$ cat config.mk
export PLATFORM = sky130hd
export DESIGN_NAME = instr_encoder
export DESIGN_NICKNAME = d
export VERILOG_FILES = /design/src/rtl/rv_isa_pkg.sv /design/src/rtl/enc_fifo.sv /design/src/rtl/instr_encoder.sv
export SDC_FILE = /design/constraint.sdc
export NUM_CORES = 1
export LEC_CHECK = 0
export CAP_MARGIN = 40
export CORE_MARGIN = 2
export CORE_UTILIZATION = 52
export DETAILED_ROUTE_END_ITERATION = 8
export GPL_TIMING_DRIVEN = 0
export PLACE_DENSITY = 0.8
export RECOVER_POWER = 100
export REMOVE_ABC_BUFFERS = 1
export SYNTH_ARGS = -nofsm -noshare
export SYNTH_HDL_FRONTEND = slang
export SYNTH_SLANG_ARGS = --single-unit
$ cat constraint.sdc
create_clock -name clk -period 5.75 [get_ports clk]
set_input_delay 1.15 -clock clk [delete_from_list [all_inputs] [get_ports clk]]
set_output_delay 1.15 -clock clk [all_outputs]
set_load 0.05 [all_outputs]
$ cat src/rtl/rv_isa_pkg.sv
// RV32I opcode constants and encoder session state, shared by the
// instruction decoder and encoder.
package rv_isa_pkg;

  localparam logic [6:0] OP     = 7'b0110011;
  localparam logic [6:0] OP_IMM = 7'b0010011;
  localparam logic [6:0] LOAD   = 7'b0000011;
  localparam logic [6:0] STORE  = 7'b0100011;
  localparam logic [6:0] BRANCH = 7'b1100011;
  localparam logic [6:0] JAL    = 7'b1101111;
  localparam logic [6:0] JALR   = 7'b1100111;
  localparam logic [6:0] LUI    = 7'b0110111;
  localparam logic [6:0] AUIPC  = 7'b0010111;

  localparam logic [31:0] NOP = 32'h0000_0013;

  typedef enum logic [1:0] {
    IDLE   = 2'd0,
    ACTIVE = 2'd1,
    DRAIN  = 2'd2
  } enc_state_t;

  // True when v is representable as an nbits-wide two's-complement value.
  function automatic logic fits_simm(input logic [31:0] v, input int unsigned nbits);
    logic [31:0] s;
    s = $signed(v) >>> (nbits - 1);
    return (s == 32'h0000_0000) || (s == 32'hFFFF_FFFF);
  endfunction

endpackage

$ cat src/rtl/enc_fifo.sv
// Synchronous FIFO for encoded words: instruction, byte address and error flag.
// Head outputs read as zero while empty.
module enc_fifo #(
  parameter int DEPTH = 2
) (
  input  logic        clk,
  input  logic        rst,
  input  logic        push,
  input  logic [31:0] push_instr,
  input  logic [31:0] push_addr,
  input  logic        push_err,
  input  logic        pop,
  output logic        full,
  output logic        empty,
  output logic [31:0] head_instr,
  output logic [31:0] head_addr,
  output logic        head_err
);

  localparam int AW = (DEPTH > 1) ? $clog2(DEPTH) : 1;

  logic [31:0] mem_instr [DEPTH];
  logic [31:0] mem_addr  [DEPTH];
  logic        mem_err   [DEPTH];

  logic [AW:0] wr_ptr;
  logic [AW:0] rd_ptr;
  logic        push_ok;
  logic        pop_ok;

  // Pointers carry one extra wrap bit to tell full from empty.
  assign empty   = (wr_ptr == rd_ptr);
  assign full    = (wr_ptr[AW] != rd_ptr[AW]) && (wr_ptr[AW-1:0] == rd_ptr[AW-1:0]);
  assign push_ok = push && !full;
  assign pop_ok  = pop && !empty;

  always_ff @(posedge clk) begin
    if (rst) begin
      wr_ptr <= '0;
      rd_ptr <= '0;
    end else begin
      if (push_ok) wr_ptr <= wr_ptr + 1'b1;
      if (pop_ok)  rd_ptr <= rd_ptr + 1'b1;
    end
  end

  always_ff @(posedge clk) begin
    if (push_ok) begin
      mem_instr[wr_ptr[AW-1:0]] <= push_instr;
      mem_addr[wr_ptr[AW-1:0]]  <= push_addr;
      mem_err[wr_ptr[AW-1:0]]   <= push_err;
    end
  end

  assign head_instr = empty ? 32'h0 : mem_instr[rd_ptr[AW-1:0]];
  assign head_addr  = empty ? 32'h0 : mem_addr[rd_ptr[AW-1:0]];
  assign head_err   = empty ? 1'b0  : mem_err[rd_ptr[AW-1:0]];

endmodule

$ cat src/rtl/instr_encoder.sv
// Packs decoded RV32I fields into instruction words and streams them out
// with byte addresses through a small FIFO, one session at a time.
//
// state  | meaning
// IDLE   | waiting for start; no bundles accepted
// ACTIVE | accepting bundles while the FIFO has room
// DRAIN  | last bundle taken; waiting for the FIFO to empty, then done
module instr_encoder
  import rv_isa_pkg::*;
#(
  parameter logic [31:0] BASE_ADDR  = 32'h0000_0000,
  parameter int          FIFO_DEPTH = 2
) (
  input  logic        clk,
  input  logic        rst,
  input  logic        start,
  input  logic        in_valid,
  output logic        in_ready,
  input  logic        in_last,
  input  logic [6:0]  opcode,
  input  logic [4:0]  rd,
  input  logic [2:0]  funct3,
  input  logic [4:0]  rs1,
  input  logic [4:0]  rs2,
  input  logic [6:0]  funct7,
  input  logic [31:0] imm,
  output logic        out_valid,
  input  logic        out_ready,
  output logic [31:0] out_instr,
  output logic [31:0] out_addr,
  output logic        out_err,
  output logic        busy,
  output logic        done,
  output logic [7:0]  err_count
);

  enc_state_t  state, state_d;
  logic [31:0] addr;
  logic        done_d;
  logic        hs;
  logic        fifo_full;
  logic        fifo_empty;
  logic [31:0] enc_word;
  logic        enc_err;

  always_comb begin
    enc_word = NOP;
    enc_err  = 1'b0;
    case (opcode)
      OP: enc_word = {funct7, rs2, rs1, funct3, rd, opcode};
      OP_IMM: begin
        if (funct3 == 3'b001 || funct3 == 3'b101) begin
          enc_word = {funct7, imm[4:0], rs1, funct3, rd, opcode};
          enc_err  = |imm[31:5];
        end else begin
          enc_word = {imm[11:0], rs1, funct3, rd, opcode};
          enc_err  = !fits_simm(imm, 12);
        end
      end
      LOAD, JALR: begin
        enc_word = {imm[11:0], rs1, funct3, rd, opcode};
        enc_err  = !fits_simm(imm, 12);
      end
      STORE: begin
        enc_word = {imm[11:5], rs2, rs1, funct3, imm[4:0], opcode};
        enc_err  = !fits_simm(imm, 12);
      end
      BRANCH: begin
        enc_word = {imm[12], imm[10:5], rs2, rs1, funct3, imm[4:1], imm[11], opcode};
        enc_err  = !fits_simm(imm, 13) || imm[0];
      end
      LUI, AUIPC: begin
        enc_word = {imm[31:12], rd, opcode};
        enc_err  = |imm[11:0];
      end
      JAL: begin
        enc_word = {imm[20], imm[10:1], imm[11], imm[19:12], rd, opcode};
        enc_err  = !fits_simm(imm, 21) || imm[0];
      end
      default: begin
        enc_word = NOP;
        enc_err  = 1'b1;
      end
    endcase
  end

  always_comb begin
    state_d  = state;
    in_ready = 1'b0;
    done_d   = 1'b0;
    case (state)
      IDLE: begin
        if (start) state_d = ACTIVE;
      end
      ACTIVE: begin
        in_ready = !fifo_full;
        if (in_valid && !fifo_full && in_last) state_d = DRAIN;
      end
      DRAIN: begin
        if (fifo_empty) begin
          state_d = IDLE;
          done_d  = 1'b1;
        end
      end
      default: state_d = IDLE;
    endcase
  end

  assign hs   = in_valid && in_ready;
  assign busy = (state != IDLE);

  always_ff @(posedge clk) begin
    if (rst) begin
      state     <= IDLE;
      addr      <= BASE_ADDR;
      err_count <= 8'd0;
      done      <= 1'b0;
    end else begin
      state <= state_d;
      done  <= done_d;
      if (state == IDLE && start) begin
        addr      <= BASE_ADDR;
        err_count <= 8'd0;
      end else if (hs) begin
        addr <= addr + 32'd4;
        if (enc_err && err_count != 8'hFF) err_count <= err_count + 8'd1;
      end
    end
  end

  enc_fifo #(
    .DEPTH(FIFO_DEPTH)
  ) u_fifo (
    .clk        (clk),
    .rst        (rst),
    .push       (hs),
    .push_instr (enc_word),
    .push_addr  (addr),
    .push_err   (enc_err),
    .pop        (out_ready),
    .full       (fifo_full),
    .empty      (fifo_empty),
    .head_instr (out_instr),
    .head_addr  (out_addr),
    .head_err   (out_err)
  );

  assign out_valid = !fifo_empty;

endmodule

==> results of run 1 <==
layout by cell type, fill, tap and decap left out, drive strengths merged, types with 4 or more instances in the layout:
cell type / Yosys / routed
and4: 7 / 7
or3: 10 / 10
mux2i: 64 / 64
xor2: 19 / 19
a21oi: 16 / 16
nand2: 32 / 32
xnor2: 10 / 10
a222oi: 12 / 12
o21ai: 20 / 20
nand4: 15 / 15
and3: 10 / 10
dlygate4sd3: 0 / 80
clkdlybuf4s50: 0 / 64
a22o: 13 / 13
and2: 6 / 6
nor3: 8 / 8
edfxtp: 126 / 126
clkbuf: 19 / 19
inv: 20 / 26
nand3: 19 / 19
nor4: 9 / 9
nor2: 114 / 114
buf: 13 / 5
clkinv: 0 / 6
dfxtp: 46 / 46
nand2b: 4 / 4
conb: 2 / 6
where the power goes:
part / leakage [nW] / internal [mW] / switching [mW]
Sequential: 1.57 / 1.35 / 0.0181
Clock: 0.289 / 0.649 / 0.480
Combinational: 1.76 / 0.209 / 0.404
Total: 3.62 / 2.21 / 0.903
metal layers:
layer	GRT usage	vias up	share of wire
li1	-	2676	-
met1	0.2777	2703	0.42
met2	0.3784	158	0.51
met3	0.04022	29	0.035
met4	0.09804	0	0.027
met5	0	-	0
worst min path at each step:
stage               startpoint                endpoint  slack (ps)  cells past startpoint
finish                addr[30]  u_fifo.mem_addr[1][30]         470                      0
global route          addr[30]  u_fifo.mem_addr[1][30]         500                      0
CTS                   addr[30]  u_fifo.mem_addr[1][30]         480                      0
detailed placement    addr[30]  u_fifo.mem_addr[1][30]         460                      0
global placement      addr[30]  u_fifo.mem_addr[0][30]         440                      0
floorplan             addr[30]  u_fifo.mem_addr[0][30]         430                      0
flip-flops by register name, indices dropped and copies added, names as in the netlist, named ones only:
signal            flops
addr                 30
done                  1
err_count             8
state                 2
u_fifo.mem_addr      60
u_fifo.mem_err        2
u_fifo.mem_instr     64
u_fifo.rd_ptr         2
u_fifo.wr_ptr         2
final cells by class:
type	instances	area [um^2]	share of cell area
Sequential cell	172	4708	0.4765
Multi-Input combinational cell	427	2723	0.2755
Timing Repair Buffer	151	1558	0.1576
Clock buffer	17	425.4	0.04305
Tap cell	184	230.2	0.02330
Clock inverter	15	162.7	0.01646
Inverter	20	75.07	0.007597
cell families (layout without fill, tap and decap cells):
group / Yosys count / after routing / share of synthesized area
AOI/OAI and AO/OA: 83 / 83 / 0.07898
adders and majority gates: 2 / 2 / 0.003263
other: 2 / 6 / 0.0009795
DFF: 172 / 172 / 0.6136
and+or+nand+nor: 243 / 243 / 0.1568
muxes: 64 / 64 / 0.08355
buffers and inverters: 52 / 203 / 0.02970
xor gates and xnor gates: 29 / 29 / 0.03313
metrics by stage:
step	total power [mW]	instances	area (um^2)	hold WS, ps
CTS	3.162	986	9960	480.7
global route	3.212	986	9882	500.5
floorplan	1.793	619	7530	425.6
global placement	2.028	947	9201	437.1
detailed placement	2.038	954	9371	464.1
finish	3.109	986	9882	472.5
==> reports/metrics.cfg, run 1 <==
[outcome]
outcome=complete, no violations

[logic_synthesis]
sequential_share_of_the_synthesized_area=0.6136
synth_top_area_cell=edfxtp_1
synthTopCellsByArea=edfxtp_1 49%, dfxtp_1 12%, mux2i_1 8.4%, nor2_1 5.5%, xor2_1 2.2%
postSynthRegisterBits=172
synthArstFlopShare=0
synthesis.yosys.warnings=0
synth.most_common_cell=edfxtp_1
synth_top_cell_area_share=0.4935
ys_types=60
postSynthAreaPerCell_um2=11.85
synth_cells=647
post_synth_most_frequent_cells=126 x edfxtp_1, 113 x nor2_1, 64 x mux2i_1
synthesis.area_um2=7667
synth-main-ff-cell=edfxtp_1
synth_edf_count=126

[global_routing]
grt_antenna_before_repair=0
grt_pass1_wl_um=27890
gr-total-overflow=0
maximum_number_of_pins_on_one_net_before_global_route_repair=52
grt_pass1_vias=5510
globalRouteTotalUtil=0.2221

[sta]
setup_viol=0
maxClockFrequency_ghz=0.2294
finalHoldViolCount=0
tightestPinTransition_ps=1470
final_critical_path_setup_slack_ps=1391
rsz0062_at_grt=no
slew_violations=0
tns_ps=0
fin_crit_sh=0.7580
finClkSkew_ps=12.81
period_needed_ps=4359
slew-limit-headroom=0.02019

[clock_tree]
cts.reportedPaths.clkPinSlew_ps=70
sink_count_of_the_clock_tree=172
clkLatencyLatePin_ps=420
cts_made_buffers=17
postCtsHoldBufs=0
cts_resized=0
clock_path_buffers=2
post_cts_setup_bufs=0
cts_tree=yes
h-tree-depth=4
clock_tree.root_cell=clkbuf_16

[routing]
route.detailed.wl_per_inst_um=17.24
drt_iter0_drc=364
route.vias.total=5566
routed_wirelength_um=17000
drt_pre_antenna_iters=6
detail_route.drc_violations=0
post_drt_via_cell_ratio=5.645
ant_nets=0

[placement]
io_buffers=144
post-place-ws_ps=1897
detailed_place_hpwl_um=12110
gp_routability_congestion=0.9769

[floorplanning]
floorplan.die_area_um2=15730
die_height_um=125.4
row_count=44
core_area_um2=14480
fp.dieW_um=125.4
initial_utilization=0.5296
num_io_pins=147

[setup_path]
worstRegToRegCells=4
cp-endpoint=u_fifo.mem_instr[1][1]
crit_path_max_fanout=47
worst_path_top_cell_family_by_delay=buffers and inverters
timing.critical_path.required_ps=5780
endpoint_kind=flip-flop
category_of_the_most_critical_setup_path=in -> reg
number_of_cells_on_the_critical_path=4
r2r-end=u_fifo.mem_instr[1][1]
worst_ep_arrival_time_ps=4390
rrSetupSlack_ps=1950
worst-path-buf-inv=2
timing.critical_path.cells=dlygate4sd3_1 -> o2111a_1 -> and2_0 -> clkbuf_2
cp-startpoint=in_valid
cpPeakStageDelay_ps=1080
ff_to_ff_start=u_fifo.wr_ptr[0]
cp_slowest_cell=clkbuf_2
crit_path_start_kind=input port

[layout]
insertedDiodeCount=0
nets=861
postLayoutCoreUtil=0.6825
fillCellCount=1048
syn2layout_area_growth_pct=28.88
layout_cells_sized_above_1=0.05860

[run]
drv_cap=0

[worst_hold_path]
hold_class=reg -> reg

[power_and_ir_drop]
cellPowerDensity_nw_per_um2=314.6
power.ir.vdd_worst_mv=0.2537
cellLeakagePower_nw=3.617

Note: power is estimated with default switching activity, not from simulation.
==> inputs of run 2 (changes only) <==
- clock period: 5.75 -> 4.4 ns (I/O delays scaled with it)
==> run 2 against run 1 <==
Effect of this change:
- setup slack lost 850 ps
- register-to-register slack lost 1300 ps
- first-iteration DRC count grew 4.7%
- routed wire length grew 0.40%
- clock power increased by 31%
- the run now ends with capacitance limit left
- non-clock buffer count did not move
- clock skew is essentially flat
- power up 31%
- critical path depth increased by 1
- cell count stayed put
- via count up 0.16%
- flip-flop and latch count unchanged
- largest cell class unchanged
==> reports/metrics.cfg, run 2 (same netlist as run 1, synthesis figures left out) <==
[global_routing]
grt_pass1_vias=5510  ; unchanged
maximum_number_of_pins_on_one_net_before_global_route_repair=52  ; unchanged
grt.busiest_layer=met2
globalRouteTotalUtil=0.2221  ; unchanged
gr-total-overflow=0  ; unchanged
grt_antenna_before_repair=0  ; unchanged
groute.layer.met1.usage=0.2777  ; unchanged
grt_pass1_wl_um=27890  ; unchanged
globalRouteMet3Util=0.04022  ; unchanged
grt_use_met2=0.3784  ; unchanged

[worst_hold_path]
hold_class=reg -> reg

[sta]
maxClockFrequency_ghz=0.2592
tightestPinTransition_ps=1490  ; +20.06 ps
hold_slack_ps=473.4  ; +0.8760 ps
slew_violations=0  ; unchanged
final_critical_path_setup_slack_ps=541.7  ; -849.6 ps
finClkSkew_ps=12.85  ; +0.03640 ps
finalHoldViolCount=0  ; unchanged
rsz0062_at_grt=no
period_needed_ps=3858
slew-limit-headroom=0.006823  ; -0.01337
fin_crit_sh=0.8769
setup_viol=0  ; unchanged

[clock_tree]
clock_tree.root_cell=clkbuf_16
cts.reportedPaths.clkPinSlew_ps=70  ; about the same
cts_resized=0  ; unchanged
cts_tree=yes
sink_count_of_the_clock_tree=172  ; unchanged
clock_path_buffers=2  ; unchanged
clkLatencyLatePin_ps=420  ; about the same
postCtsHoldBufs=0  ; unchanged
post_cts_setup_bufs=0  ; unchanged
cts_made_buffers=17  ; unchanged
h-tree-depth=4  ; unchanged

[placement]
placed_cells=954  ; unchanged
io_buffers=144  ; unchanged
gp_routability_congestion=0.9769  ; unchanged
post-place-ws_ps=816.6  ; -1080 ps
detailed_place_hpwl_um=12110  ; unchanged

[floorplanning]
floorplan.die_area_um2=15730  ; unchanged
die_height_um=125.4  ; unchanged
row_count=44  ; unchanged
initial_utilization=0.5296  ; unchanged
core_area_um2=14480  ; unchanged
fp.dieW_um=125.4  ; unchanged
num_io_pins=147  ; unchanged

[run]
drv_cap=1  ; +1

[outcome]
outcome=complete, but fails checks
violations=capacitance limit

[routing]
drt_pre_antenna_iters=6  ; unchanged
route.vias.total=5575  ; +0.16%
drt_iter0_drc=381  ; +4.7%
route.detailed.wl_per_inst_um=17.31  ; +0.40%
detail_route.drc_violations=0  ; unchanged
routed_wirelength_um=17070  ; +0.40%
ant_nets=0  ; unchanged
post_drt_via_cell_ratio=5.654  ; +0.16%

[layout]
postLayoutCoreUtil=0.6825  ; unchanged
syn2layout_area_growth_pct=28.88  ; unchanged
layout.cells.most_common=edfxtp_1
layout_cells_sized_above_1=0.05611  ; -0.002494
nets=861  ; unchanged
finish.cell_count_without_fillers=986  ; unchanged
mostFrequentLayoutCells=126 x edfxtp_1, 114 x nor2_1, 80 x dlygate4sd3_1
largest_reg_flops=64  ; unchanged
insertedDiodeCount=0  ; unchanged

[setup_path]
endpoint_kind=primary output
timing.critical_path.required_ps=3520  ; -2260 ps
worst_ep_arrival_time_ps=2980  ; -1410 ps
crit_path_start_kind=flip-flop
category_of_the_most_critical_setup_path=reg -> out
crit_path_max_fanout=39  ; -17%

[power_and_ir_drop]
cellLeakagePower_nw=3.623  ; +0.15%
power.ir.vdd_worst_mv=0.3312  ; +31%
cellPowerDensity_nw_per_um2=411.5  ; +31%

==> run 2: cell count changes in the layout (fill, tap and decap cells not counted), sizes merged <==
cell    change
buf         +1
clkbuf      -1
==> run 2: area by class of cell <==
type	count	area (um^2)
clock inverters	15	162.7
flip-flops and latches	172	4708
inverters	20	75.07
repair buffers	151	1580
multi-input cells	427	2700
fillers	1052	4597
well taps	184	230.2
clock buffers	17	425.4
==> run 2: power by group <==
| part | internal (mW) | switching, mW | leakage [nW] |
|---|---|---|---|
| clock network | 0.848 | 0.630 | 0.289 |
| logic | 0.274 | 0.528 | 1.76 |
| registers | 1.76 | 0.0237 | 1.57 |
| total | 2.88 | 1.18 | 3.62 |
==> run 2: critical path, stage by stage, from the launching register on <==
cell and delay (ps):
dfxtp_1 330, xnor2_1 320, and2_2 780, buf_16 250
nor2_1 100, dlygate4sd3_1 770
==> run 2: metal layers <==
| metal | part of all wire | vias to the layer above |
|---|---|---|
| met5 | 0 | - |
| met2 | 0.51 | 196 |
| met4 | 0.028 | 0 |
| met1 | 0.41 | 2670 |
| li1 | - | 2676 |
| met3 | 0.045 | 33 |
==> run 2: final timing paths <==
check                         from                      end  slack [ps]  depth (start not counted)
setup / recovery  u_fifo.wr_ptr[1]             out_instr[4]         540                          5
setup reg to reg  u_fifo.wr_ptr[0]  u_fifo.mem_instr[0][18]         700                          6
hold reg to reg           addr[30]   u_fifo.mem_addr[1][30]         470                          0
hold / removal            addr[30]   u_fifo.mem_addr[1][30]         470                          0
==> run 2: per-stage QoR <==
stage	cell area, um^2	TNS, ps	total power [mW]
after CTS	9960	0	4.134
after floorplan	7530	0	2.344
after detailed placement	9371	0	2.665
final	9882	0	4.066
after global routing	9882	0	4.198
after global placement	9201	-154810	2.651
==> inputs of run 3 (changes only) <==
- CORE_UTILIZATION: 52 -> 40
- PLACE_DENSITY: 0.8 -> 0.64
==> run 3 against run 2 <==
Effect of this change:
- the run ends with capacitance limit, slew limit left
- critical path depth fell by 1
- sequential share of layout area fell by 0.20 points
- design area rose by 0.42%
- setup slack got worse by 43 ps
- clock skew fell by 5.4 ps
- maximum frequency fell by 1.1%
- cell count rose by 5.2%
- clock power barely moved
- global-route usage fell by 4.4 points
- first-iteration DRC count fell by 9.7%
- sequential power barely moved
- die area rose by 29%
==> reports/metrics.cfg, run 3 (same netlist as run 1, synthesis figures left out) <==
[outcome]
outcome=complete, but fails checks
violations=capacitance limit, slew limit

[clock_tree]
cts.reportedPaths.clkPinSlew_ps=60  ; about the same
postCtsHoldBufs=0  ; unchanged
clock_tree.root_cell=clkbuf_16
h-tree-depth=4  ; unchanged
cts_made_buffers=17  ; unchanged
post_cts_setup_bufs=0  ; unchanged
cts_resized=0  ; unchanged
cts_tree=yes
clkLatencyLatePin_ps=420  ; about the same
clock_path_buffers=2  ; unchanged
sink_count_of_the_clock_tree=172  ; unchanged

[layout]
nets=861  ; unchanged
syn2layout_area_growth_pct=29.42
layout.cells.most_common=edfxtp_1
fillCellCount=1603  ; +52%
layout_cells_sized_above_1=0.06234  ; +0.006234
mostFrequentLayoutCells=126 x edfxtp_1, 114 x nor2_1, 79 x dlygate4sd3_1
stdcell_area_um2=9923  ; +0.42%
postLayoutCoreUtil=0.5287  ; -0.1538
finish.cell_count_without_fillers=1037  ; +5.2%
largest_reg_flops=64  ; unchanged

[setup_path]
cp_slowest_cell=clkbuf_2
timing.critical_path.required_ps=4430  ; +910 ps
crit_path_start_kind=input port
category_of_the_most_critical_setup_path=in -> reg
crit_path_max_fanout=53  ; +36%
endpoint_kind=flip-flop
cpPeakStageDelay_ps=1180  ; +400 ps
timing.critical_path.cells=dlygate4sd3_1 -> o2111a_1 -> and2_0 -> clkbuf_2
worst_ep_arrival_time_ps=3930  ; +950 ps

[sta]
period_needed_ps=3901  ; +42.94 ps
hold_slack_ps=482.3  ; +8.948 ps
tns_ps=0  ; unchanged
tightestPinTransition_ps=2016  ; +526.1 ps
slew-limit-headroom=-0.3489  ; -0.3557
maxClockFrequency_ghz=0.2563  ; -1.1%
setup_viol=0  ; unchanged
slew_violations=22  ; +22
rsz0062_at_grt=no
final_critical_path_setup_slack_ps=498.8  ; -42.94 ps
finalHoldViolCount=0  ; unchanged
fin_crit_sh=0.8866  ; +0.009760
finClkSkew_ps=7.447  ; -5.399 ps

[power_and_ir_drop]
cellPowerDensity_nw_per_um2=408.1  ; -0.83%
finalPower_mw=4.050  ; -0.41%
power.ir.vdd_worst_mv=0.2928  ; -12%
cellLeakagePower_nw=3.600  ; -0.62%

[routing]
detail_route.drc_violations=0  ; unchanged
route.vias.total=5530  ; -0.81%
ant_nets=0  ; unchanged
route.detailed.wl_per_inst_um=17.03  ; -1.6%
post_drt_via_cell_ratio=5.333  ; -5.7%
drt_iter0_drc=344  ; -9.7%
routed_wirelength_um=17660  ; +3.5%
drt_pre_antenna_iters=5  ; -1

[placement]
detailed_place_hpwl_um=12630  ; +4.3%
post_placement_cell_area_um2=9434  ; +0.67%
post-place-ws_ps=805.2  ; -11.46 ps
gp_routability_congestion=0.8839  ; -9.5%
placed_cells=1004  ; +5.2%
io_buffers=144  ; unchanged

[global_routing]
grt_antenna_before_repair=1  ; +1
grt_pass1_wl_um=28290  ; +1.4%
globalRouteTotalUtil=0.1784  ; -0.04371
maximum_number_of_pins_on_one_net_before_global_route_repair=54  ; +3.8%
gr-total-overflow=0  ; unchanged
grt_pass1_vias=5560  ; +0.91%

[floorplanning]
initial_utilization=0.4085  ; -0.1210
die_height_um=142.5  ; +14%
floorplan.die_area_um2=20290  ; +29%
row_count=50  ; +14%
fp.dieW_um=142.5  ; +14%
num_io_pins=147  ; unchanged
core_area_um2=18770  ; +30%

[worst_hold_path]
hold_class=reg -> reg

[run]
drv_cap=1  ; unchanged

==> run 3: cell types whose count changed in the layout (fill, tap and decap cells not counted), sizes merged <==
cell	previous run	this run
buf	6	4
bufinv	2	1
clkbuf	18	24
clkdlybuf4s50	64	65
clkinv	6	3
clkinvlp	1	3
diode	0	1
dlygate4sd3	80	79
inv	26	24
==> run 3: worst max-delay path, delay by kind of cell <==
family	cells	cell delay, ps
buffers and inverters	2	1760
AOI/OAI and AO/OA	1	520
and+or+nand+nor	1	730
==> run 3: final timing paths <==
check                        start                       to  slack, ps  cells after the start
hold / removal            addr[31]   u_fifo.mem_addr[0][31]        480                      0
setup reg to reg  u_fifo.wr_ptr[0]  u_fifo.mem_instr[0][18]        720                      6
setup / recovery          in_valid  u_fifo.mem_instr[1][15]        500                      4
hold reg to reg           addr[31]   u_fifo.mem_addr[0][31]        480                      0
==> run 3: area by class of cell <==
class	instances	area (um^2)	share of cell area
tap	234	292.8	0.02950
clock inverter	11	105.1	0.01059
timing repair buffer	151	1528	0.1540
antenna	1	2.502	0.0002522
multi-input combinational	427	2730	0.2751
clock buffer	21	481.7	0.04854
sequential	172	4708	0.4745
inverter	20	75.07	0.007565
==> run 3: metal layers <==
layer,global-route usage,part of all wire
met1,0.2131,0.42
met2,0.3128,0.51
met3,0.03836,0.047
met4,0.07295,0.027
met5,0,0
==> run 3: power by group <==
| group | switching, mW | internal (mW) |
|---|---|---|
| clock network | 0.613 | 0.849 |
| registers | 0.0324 | 1.76 |
| logic | 0.526 | 0.267 |
| total | 1.17 | 2.88 |
